==> config.mk <==
export PLATFORM = sky130hd
export DESIGN_NAME = ring_buffer_sched_flat
export DESIGN_NICKNAME = d
export VERILOG_FILES = /design/src/rtl/ring_buffer_sched_pkg.sv /design/src/rtl/ring_buffer_sched_if.sv /design/src/rtl/ring_buffer_sched_rr_arbiter.sv /design/src/rtl/ring_buffer_sched.sv /design/src/flat_wrapper.sv
export SDC_FILE = /design/constraint.sdc
export NUM_CORES = 1
export LEC_CHECK = 0
export BUFFER_PORTS_ARGS = -buffer_cell sky130_fd_sc_hd__clkbuf_2
export CORE_MARGIN = 2
export CORE_UTILIZATION = 40
export CTS_CLUSTER_SIZE = 25
export DETAILED_ROUTE_END_ITERATION = 6
export GPL_ROUTABILITY_DRIVEN = 0
export MAX_ROUTING_LAYER = met4
export PLACE_DENSITY = 0.78
export SKIP_CTS_REPAIR_TIMING = 1
export SYNTH_ARGS = -nofsm -noshare
export SYNTH_HDL_FRONTEND = slang
export SYNTH_SLANG_ARGS = --single-unit
export TNS_END_PERCENT = 10
==> constraint.sdc <==
create_clock -name clk -period 2.1 [get_ports clk]
set_input_delay 0.105 -clock clk [delete_from_list [all_inputs] [get_ports clk]]
set_output_delay 0.105 -clock clk [all_outputs]
set_load 0.05 [all_outputs]
==> src/rtl/ring_buffer_sched_pkg.sv <==
// -----------------------------------------------------------------------------
// accel_buf_pkg
// Shared types for the ring buffer scheduler of the convolution accelerator.
//   DATA_OF_SET : data words per buffer entry
//   DATA_WIDTH  : bits per data word
//   entry_t     : one buffer entry, DATA_OF_SET words of DATA_WIDTH bits
//   rd_state_t  : read burst sequencer states
// -----------------------------------------------------------------------------
package accel_buf_pkg;

  localparam int DATA_OF_SET = 4;
  localparam int DATA_WIDTH  = 8;

  typedef logic [DATA_OF_SET-1:0][DATA_WIDTH-1:0] entry_t;

  typedef enum logic [1:0] {
    IDLE  = 2'd0,
    READ  = 2'd1,
    FLUSH = 2'd2
  } rd_state_t;

endpackage

==> src/rtl/ring_buffer_sched_if.sv <==
// -----------------------------------------------------------------------------
// ring_buffer_sched_if
// Bundles every non-clock signal of the scheduler.
//   slave  : the scheduler side (ring_buffer_sched)
//   master : the environment side (producers, ring buffer, PE array control)
// Signals:
//   req_valid/req_data/req_ready : NUM_REQ write producers, one-hot grant
//   buf_wen/buf_din/buf_full     : ring buffer write port
//   buf_ren/buf_empty/buf_dout   : ring buffer read port (dout one cycle late)
//   rd_start/rd_len/rd_busy/rd_done : read burst control
//   out_valid/out_data           : registered read data to the PE array
// -----------------------------------------------------------------------------
interface ring_buffer_sched_if #(
  parameter int NUM_REQ = 2,
  parameter int LEN_W   = 8
) ();
  import accel_buf_pkg::*;

  logic [NUM_REQ-1:0]   req_valid;
  entry_t [NUM_REQ-1:0] req_data;
  logic [NUM_REQ-1:0]   req_ready;

  logic                 buf_wen;
  entry_t               buf_din;
  logic                 buf_full;
  logic                 buf_ren;
  logic                 buf_empty;
  entry_t               buf_dout;

  logic                 rd_start;
  logic [LEN_W-1:0]     rd_len;
  logic                 rd_busy;
  logic                 rd_done;

  logic                 out_valid;
  entry_t               out_data;

  modport slave (
    input  req_valid, req_data, buf_full, buf_empty, buf_dout, rd_start, rd_len,
    output req_ready, buf_wen, buf_din, buf_ren, rd_busy, rd_done, out_valid, out_data
  );

  modport master (
    output req_valid, req_data, buf_full, buf_empty, buf_dout, rd_start, rd_len,
    input  req_ready, buf_wen, buf_din, buf_ren, rd_busy, rd_done, out_valid, out_data
  );

endinterface

==> src/rtl/ring_buffer_sched_rr_arbiter.sv <==
// -----------------------------------------------------------------------------
// rr_arbiter
// Round-robin arbiter with a combinational one-hot grant and a registered
// priority pointer.
//   clk     : clock, rising edge
//   rst     : synchronous active-high reset, pointer returns to 0
//   i_req   : request vector
//   i_en    : grant enable; with i_en=0 no grant is issued and ptr holds
//   o_grant : one-hot grant, first requester at or above ptr (wrapping)
// -----------------------------------------------------------------------------
module rr_arbiter #(
  parameter int NUM_REQ = 2
) (
  input  logic               clk,
  input  logic               rst,
  input  logic [NUM_REQ-1:0] i_req,
  input  logic               i_en,
  output logic [NUM_REQ-1:0] o_grant
);

  localparam int PTR_W = (NUM_REQ > 1) ? $clog2(NUM_REQ) : 1;

  logic [PTR_W-1:0] r_ptr;
  logic [PTR_W-1:0] w_ptr_next;
  logic [PTR_W-1:0] w_gnt_idx;
  logic [PTR_W-1:0] w_idx;
  logic [PTR_W:0]   w_sum;
  logic             w_any;

  // Walk the requesters starting at ptr. The sum is one bit wider than the
  // pointer so ptr+k can exceed NUM_REQ-1 before it is wrapped back.
  always_comb begin
    o_grant   = '0;
    w_any     = 1'b0;
    w_gnt_idx = '0;
    w_sum     = '0;
    w_idx     = '0;
    for (int k = 0; k < NUM_REQ; k++) begin
      w_sum = {1'b0, r_ptr} + (PTR_W+1)'(k);
      if (w_sum >= (PTR_W+1)'(NUM_REQ)) begin
        w_sum = w_sum - (PTR_W+1)'(NUM_REQ);
      end
      w_idx = w_sum[PTR_W-1:0];
      if (i_en && !w_any && i_req[w_idx]) begin
        o_grant[w_idx] = 1'b1;
        w_any          = 1'b1;
        w_gnt_idx      = w_idx;
      end
    end
  end

  // The winner drops to lowest priority for the next round.
  assign w_ptr_next = (w_gnt_idx == PTR_W'(NUM_REQ-1)) ? '0 : w_gnt_idx + PTR_W'(1);

  always_ff @(posedge clk) begin
    if (rst) begin
      r_ptr <= '0;
    end else if (w_any) begin
      r_ptr <= w_ptr_next;
    end
  end

endmodule

==> src/rtl/ring_buffer_sched.sv <==
// -----------------------------------------------------------------------------
// ring_buffer_sched
// Scheduler around one ring_buffer instance: shares the single write port
// between NUM_REQ producers (round robin), sequences read bursts of rd_len
// entries into the PE array and re-registers the read data with a strobe.
//   clk : clock, rising edge
//   rst : synchronous active-high reset; aborts a burst without rd_done and
//         drops any read data still in flight
//   bus : ring_buffer_sched_if.slave, see the interface for the signal list
// Read data latency: buf_ren in cycle T -> buf_dout in T+1 -> out_valid in T+2.
// -----------------------------------------------------------------------------
module ring_buffer_sched
  import accel_buf_pkg::*;
#(
  parameter int NUM_REQ = 2,
  parameter int LEN_W   = 8
) (
  input logic                clk,
  input logic                rst,
  ring_buffer_sched_if.slave bus
);

  // ---------------- write arbitration ----------------
  logic [NUM_REQ-1:0]   w_grant;
  entry_t [NUM_REQ-1:0] w_masked;
  entry_t               w_din;

  // Holding reset keeps every output quiet, including the combinational grant.
  rr_arbiter #(
    .NUM_REQ (NUM_REQ)
  ) u_arb (
    .clk     (clk),
    .rst     (rst),
    .i_req   (bus.req_valid),
    .i_en    (~bus.buf_full & ~rst),
    .o_grant (w_grant)
  );

  // AND-OR write data mux: the grant is one-hot, so OR of masked payloads
  // selects the winner and yields zero when nobody is granted.
  for (genvar gi = 0; gi < NUM_REQ; gi++) begin : g_din_mask
    assign w_masked[gi] = w_grant[gi] ? bus.req_data[gi] : '0;
  end

  always_comb begin
    w_din = '0;
    for (int i = 0; i < NUM_REQ; i++) begin
      w_din = w_din | w_masked[i];
    end
  end

  assign bus.req_ready = w_grant;
  assign bus.buf_wen   = |w_grant;
  assign bus.buf_din   = w_din;

  // ---------------- read burst FSM ----------------
  rd_state_t        r_state;
  rd_state_t        w_state_next;
  logic [LEN_W-1:0] r_cnt;
  logic [LEN_W-1:0] w_cnt_next;
  logic             r_zero_done;
  logic             w_zero_done_next;
  logic             w_ren;
  logic             w_done;
  logic             w_busy;

  always_comb begin
    w_state_next     = r_state;
    w_cnt_next       = r_cnt;
    w_zero_done_next = 1'b0;
    w_ren            = 1'b0;
    w_done           = r_zero_done;
    w_busy           = 1'b0;
    unique case (r_state)
      IDLE: begin
        if (bus.rd_start) begin
          if (bus.rd_len != '0) begin
            w_cnt_next   = bus.rd_len;
            w_state_next = READ;
          end else begin
            // Empty burst still acknowledges, one cycle later.
            w_zero_done_next = 1'b1;
          end
        end
      end
      READ: begin
        w_busy = 1'b1;
        // An empty buffer stalls the burst with the count held.
        w_ren  = ~bus.buf_empty;
        if (w_ren) begin
          w_cnt_next = r_cnt - LEN_W'(1);
          if (r_cnt == LEN_W'(1)) begin
            w_state_next = FLUSH;
          end
        end
      end
      FLUSH: begin
        // Last entry is on buf_dout during this cycle.
        w_busy       = 1'b1;
        w_done       = 1'b1;
        w_state_next = IDLE;
      end
      default: begin
        w_state_next = IDLE;
      end
    endcase
    if (rst) begin
      w_ren  = 1'b0;
      w_done = 1'b0;
      w_busy = 1'b0;
    end
  end

  // ---------------- state and read data registers ----------------
  logic   r_ren_d;
  logic   r_out_valid;
  entry_t r_out_data;

  always_ff @(posedge clk) begin
    if (rst) begin
      r_state     <= IDLE;
      r_cnt       <= '0;
      r_zero_done <= 1'b0;
      r_ren_d     <= 1'b0;
      r_out_valid <= 1'b0;
      r_out_data  <= '0;
    end else begin
      r_state     <= w_state_next;
      r_cnt       <= w_cnt_next;
      r_zero_done <= w_zero_done_next;
      r_ren_d     <= w_ren;
      r_out_valid <= r_ren_d;
      if (r_ren_d) begin
        r_out_data <= bus.buf_dout;
      end
    end
  end

  assign bus.buf_ren   = w_ren;
  assign bus.rd_busy   = w_busy;
  assign bus.rd_done   = w_done;
  assign bus.out_valid = r_out_valid;
  assign bus.out_data  = r_out_data;

endmodule

==> src/flat_wrapper.sv <==
// flat-port wrapper written by rule: the top's interface ports become plain ports
module ring_buffer_sched_flat import accel_buf_pkg::*;
#(
  parameter int NUM_REQ = 2,
  parameter int LEN_W   = 8
)
  (clk, rst, bus_req_valid, bus_req_data, bus_buf_full, bus_buf_empty, bus_buf_dout, bus_rd_start, bus_rd_len, bus_req_ready, bus_buf_wen, bus_buf_din, bus_buf_ren, bus_rd_busy, bus_rd_done, bus_out_valid, bus_out_data);
  ring_buffer_sched_if #(.NUM_REQ(NUM_REQ), .LEN_W(LEN_W)) bus_i ();
  input logic clk;
  input logic rst;
  input wire logic [$bits(bus_i.req_valid)-1:0] bus_req_valid;
  input wire logic [$bits(bus_i.req_data)-1:0] bus_req_data;
  input wire logic [$bits(bus_i.buf_full)-1:0] bus_buf_full;
  input wire logic [$bits(bus_i.buf_empty)-1:0] bus_buf_empty;
  input wire logic [$bits(bus_i.buf_dout)-1:0] bus_buf_dout;
  input wire logic [$bits(bus_i.rd_start)-1:0] bus_rd_start;
  input wire logic [$bits(bus_i.rd_len)-1:0] bus_rd_len;
  output wire logic [$bits(bus_i.req_ready)-1:0] bus_req_ready;
  output wire logic [$bits(bus_i.buf_wen)-1:0] bus_buf_wen;
  output wire logic [$bits(bus_i.buf_din)-1:0] bus_buf_din;
  output wire logic [$bits(bus_i.buf_ren)-1:0] bus_buf_ren;
  output wire logic [$bits(bus_i.rd_busy)-1:0] bus_rd_busy;
  output wire logic [$bits(bus_i.rd_done)-1:0] bus_rd_done;
  output wire logic [$bits(bus_i.out_valid)-1:0] bus_out_valid;
  output wire logic [$bits(bus_i.out_data)-1:0] bus_out_data;
  assign bus_i.req_valid = bus_req_valid;
  assign bus_i.req_data = bus_req_data;
  assign bus_i.buf_full = bus_buf_full;
  assign bus_i.buf_empty = bus_buf_empty;
  assign bus_i.buf_dout = bus_buf_dout;
  assign bus_i.rd_start = bus_rd_start;
  assign bus_i.rd_len = bus_rd_len;
  assign bus_req_ready = bus_i.req_ready;
  assign bus_buf_wen = bus_i.buf_wen;
  assign bus_buf_din = bus_i.buf_din;
  assign bus_buf_ren = bus_i.buf_ren;
  assign bus_rd_busy = bus_i.rd_busy;
  assign bus_rd_done = bus_i.rd_done;
  assign bus_out_valid = bus_i.out_valid;
  assign bus_out_data = bus_i.out_data;
  ring_buffer_sched #(.NUM_REQ(NUM_REQ), .LEN_W(LEN_W)) u_core (.clk(clk), .rst(rst), .bus(bus_i));
endmodule
Word level (Yosys, flattened, before mapping)

Cells that the tools add are included.

Input port bits: 111
Flip-flop bits (word level): 46

Reductions and logical operators: 14
Add/subtract/negate cells: 5
Mux-type cells: 35
$lt $le $gt $ge: 6
Bitwise gates (word level): 8
Eq/ne operators: 7

Operators by type and width:

| operator                                            | number |
|---|---|
| 2-to-1 mux 32 bit                                   | 2 |
| bitwise OR 32 bit                                   | 1 |
| 2-to-1 mux 8 bit                                    | 3 |
| 2-to-1 mux 1 bit                                    | 20 |
| case mux 8 bit (2 select lines)                     | 1 |
| 2-to-1 mux 2 bit                                    | 6 |
| equality test 8 x 1 -> 1 bit, second input constant | 1 |
| AND reduction 4 bit                                 | 2 |
| nonzero test 8 bit                                  | 1 |
| subtractor 8 x 1 -> 8 bit, second input constant    | 1 |
| logical AND 1 bit                                   | 5 |
| NOT 1 bit                                           | 5 |
| < comparator 1 x 2 -> 1 bit, second input constant  | 2 |
| != test 2 x 1 -> 1 bit, second input constant       | 2 |
| != test 2 bit, second input constant                | 2 |
| case mux 2 bit (2 select lines)                     | 1 |
| OR reduction 2 bit                                  | 2 |
| OR reduction 3 bit                                  | 1 |
| adder 1 x 1 -> 2 bit, second input constant         | 1 |
| demux 1 bit (select 1 bit)                          | 2 |
| equality test 2 x 1 -> 1 bit, second input constant | 1 |
| equality test 2 bit, second input constant          | 1 |
| >= comparator 1 bit, second input constant          | 2 |
| >= comparator 1 x 2 -> 1 bit, second input constant | 1 |
| other kinds (8)                                     | 9 |

Longest topological paths before layout

Word-level depth: 12
Depth in mapped cells: 8

Modules after synthesis

A second synthesis with hierarchy kept.

Cell total of the unflattened synthesis: 258
Area, all modules: 2408.6 um^2

Modules (own cells, without submodules):

| module            | times used | area an instance (um^2) | cells each |
|---|---|---|---|
| ring_buffer_sched | 1          | 2353.5                  | 250 |
| rr_arbiter        | 1          | 55.1                    | 8 |

Worst setup path after synthesis

Ideal clock, no wire load.

Kind: register -> output
Start point: reg u_core.r_state[1]
End point: out bus_buf_ren
Cell stages (with the launch flop): 7
Required time: 1.995 ns
Data arrival time: 1.654 ns
Setup slack: 0.341 ns
Cells stage by stage: dfxtp_1 -> inv_1 -> ha_1 -> buf_6 -> buf_6 -> nand2_1 -> nor2_1

Cells in the longest elaborated chain, start to end: 3

RTL lines:

| item                         | RTL line                 | text |
|---|---|---|
| start, declared              | ring_buffer_sched.sv:57  | `rd_state_t r_state;` |
| start signal, assigned       | ring_buffer_sched.sv:128 | `r_state <= w_state_next;` |
| equality test 2 x 1 -> 1 bit | ring_buffer_sched.sv:74  | `unique case (r_state)` |
| 2-to-1 mux 1 bit             | ring_buffer_sched.sv:74  |  |
| 2-to-1 mux 1 bit             | ring_buffer_sched.sv:107 | `if (rst) begin` |
| end, declared                | flat_wrapper.sv:21       | `output wire logic [$bits(bus_i.buf_ren)-1:0] bus_buf_ren;` |

Every way passes these cells.

Worst setup path after layout

Start point: reg u_core.r_state[1]
End point: reg u_core.r_cnt[0]

Cells in the longest elaborated chain, start to end: 3
Elaborated cells between the ends (all ways): 8
Classes of those cells: 4 x eq/ne; 1 x mux; 3 x reduce/logical

RTL lines:

| item                                                            | RTL line                 | text |
|---|---|---|
| equality test 2 x 1 -> 1 bit or zero test 2 bit (tied branches) | ring_buffer_sched.sv:74  |  |
| != test 2 bit (no line), or another cell as far along           | --                       |  |
| AND reduction 4 bit (no line)                                   | --                       |  |
| end signal, assigned                                            | ring_buffer_sched.sv:129 | `r_cnt <= w_cnt_next;` |
| end, declared                                                   | ring_buffer_sched.sv:59  | `logic [LEN_W-1:0] r_cnt;` |

Parallel ways exist; a longest one is shown, timed or not.
A chain may end at the register's enable or synchronous reset.

==> summary.txt <==
Routing
  • Iteration-0 DRC Markers: between 60 and 70
  • Vias per cell: 5.09
  • DRC viols: 0
  • Detailed Route WL: just under 7000 um
  • Antenna viol nets, final: 0
  • First drt pass iteration count: 4
  • Via count: 2603
  • Wire per inst: 13.3 um

Logic synthesis
  • Synth Flop Type: dfxtp_1
  • Area fraction of the dominant cell type after synthesis: 37.7%
  • Syn nets: ~380
  • Post-synthesis sequential area ratio: approximately 38%
  • Post-synth ARST share: 0%
  • Top cells by area, synth: dfxtp_1 38%, mux2i_1 14%, a22o_1 11%
  • Synth area leader: dfxtp_1
  • EDFF count, synth: 0
  • Cell count after synthesis: approximately 260
  • Synth Register Bits: 46
  • Post-Syn Area: 2440 um2
  • Cell variety after synth: 50
  • Mean Syn Cell Area: ~9.5 um2
  • Ys Warns: 0

Power and ir drop
  • VDD IR-drop max: about 470 uV
  • Power Dens Cells: 904 nW/um2
  • Leak Pwr: around 0.0017 uW
  • Total power: approximately 3200 uW

STA
  • Final setup TNS: 0 ns
  • Max_slew headroom: 65.5%
  • Final Hold Vio Count: 0
  • Slew Viols, Final: 0
  • Layout Skew: between 0.008 and 0.009 ns
  • RSZ-0062 raised after global routing: no
  • Final setup fails: 0
  • Final Worst Setup Slack: between 0.2 and 0.3 ns
  • Fin crit period: roughly 1.8 ns
  • Fmax: roughly 550 MHz
  • Final critical-path share of the clock period: ~87%
  • Tightest Pin Transition: just over 0.5 ns

Final layout
  • Fin cells: 511
  • Sequential cell area: around 900 um2
  • Multi-input gate area: between 1000 and 1500 um2
  • Nets: about 550
  • Final core utilization: ~60%
  • ANT cells: 0
  • Commonest non-fill, non-tap cells in the layout: 179 x clkbuf_2, 45 x dfxtp_1, 43 x nor2_1
  • Area Overhead vs Synth: 44.3%
  • Commonest non-fill, non-tap cell in the layout: clkbuf_2
  • Ratio of cells with drive above 1 in the final layout: a little under 50%
  • Fillers: around 550

Placement
  • Placed insts: 503
  • Pre-CTS setup slack: approximately 0.27 ns
  • Number of port buffers: about 180
  • DPL Wire Length: 5490 um

Setup path
  • Startpoint Class: flip-flop
  • Max FO, Critical Path: 10
  • Worst setup EP type: flip-flop
  • Critical path required time: about 2.3 ns
  • CP arrival: 2.04 ns
  • Crit Path Class: flip-flop to flip-flop

Die
  • Ports: approximately 180
  • Starting density of the core: 41.3%
  • Die boundary height: 82.1 um
  • Floorplan row count: 28
  • Placeable Area: between 5000 and 6000 um2
  • Die area: approximately 6700 um2
  • Die width: a little over 80 um

Global routing
  • Largest net degree at the start of global routing: 38
  • Met1 Resource Use GR: 22.1%
  • First-pass GRT wire length: a little under 10000 um
  • Top Usage Layer GRT: met2
  • GR met3 Demand/Resource: between 3 and 4%
  • Total grt overflow: 0
  • M2 GR Usage: 32.3%
  • Initial antenna violation count: 0
  • Vias in the first global route: 2279
  • Gr usage total: a little under a fifth

Clocking
  • H-Tree Depth: 2
  • CTS max path bufs: 2
  • Reg clk slew, reported paths: about 0.09 ns
  • Clk_lat worst skew: 0.29 ns
  • CTS buffer count: 5
  • Clk root buf: clkbuf_8
  • TritonCTS clock tree: done
  • Clk sink count: 46

Worst hold path
  • HP Class: primary input to flip-flop

Flow run
  • Max cap viols: 0

Status
  • Outcome: complete, no violations
-- metal layers --
metal,vias to the layer above,part of all wire [%]
li1,1298,-
met4,0,0.81
met3,7,9.4
met1,1160,41
met5,-,0
met2,138,49
-- sequential cells by signal, indices dropped and copies added, names as in the netlist, named ones only --
| name | cells |
|---|---|
| u_core.bus.out_valid | 1 |
| u_core.r_ren_d | 1 |
| u_core.bus.out_data | 32 |
| u_core.r_zero_done | 1 |
| u_core.r_cnt | 8 |
| u_core.r_state | 2 |
-- worst max-delay path, cell delays in order, from the launching register on --
cell	delay, ns
dfxtp_1	0.32
inv_1	0.11
ha_1	0.39
nor2_2	0.10
a211o_1	0.30
o31a_1	0.29
a311oi_1	0.23
-- per-stage QoR --
| stage | hold WS, ns | instance area (um2) |
|---|---|---|
| after floorplan | 0.177 | 2440 |
| after global placement | 0.343 | 3410 |
| after detailed placement | 0.350 | 3410 |
| after CTS | 0.0271 | 3520 |
| after global routing | 0.0356 | 3520 |
| final | 0.0356 | 3520 |
-- Yosys cell counts, types with 2 or more instances --
library cell,n
ha_1,6
nand2_1,8
a21oi_1,6
inv_1,8
buf_6,3
a32o_1,2
a31oi_1,2
clkbuf_1,4
and4_1,2
nor2b_1,2
buf_2,9
a311oi_1,2
nor2_1,43
nand2b_1,4
a211oi_2,2
a22o_1,32
nand4_1,3
nor2b_4,2
clkbuf_8,2
o21ai_0,2
nand3_1,3
nor3_1,3
a41oi_1,2
dfxtp_1,46
mux2i_1,34
a211oi_1,2
-- layout make-up --
cell class / count / area share [%]
multi-input cells: 185 / 39.0
clock inverters: 3 / 1.24
well taps: 75 / 2.66
inverters: 9 / 0.958
clock buffers: 5 / 1.95
flip-flops and latches: 46 / 26.2
repair buffers: 188 / 28.0
-- power breakdown --
part	switching [uW]	total, uW	leakage (uW)	internal, uW
registers	113	1110	0.000374	996
clock network	294	650	0.0000585	357
logic	873	1430	0.00131	555
-- final timing paths --
path	cells past startpoint	startpoint	slack, ns	endpoint
worst min-delay path	2	bus_buf_empty	0.04	u_core.r_ren_d
worst max-delay path	6	u_core.r_state[1]	0.27	u_core.r_cnt[0]
worst max register to register	6	u_core.r_state[1]	0.27	u_core.r_cnt[0]
worst min register to register	2	u_core.r_state[0]	0.49	u_core.r_state[0]
-- cell families after synthesis --
family | share of synthesized area (%)
buffers and inverters | 6.35
AO/OA/AOI/OAI | 21.7
AND/OR/NAND/NOR | 17.2
multiplexers | 13.9
flip-flops | 37.7
adder cells (fa/ha/maj) | 3.07
No activity file was read; power rests on OpenSTA's default activity.
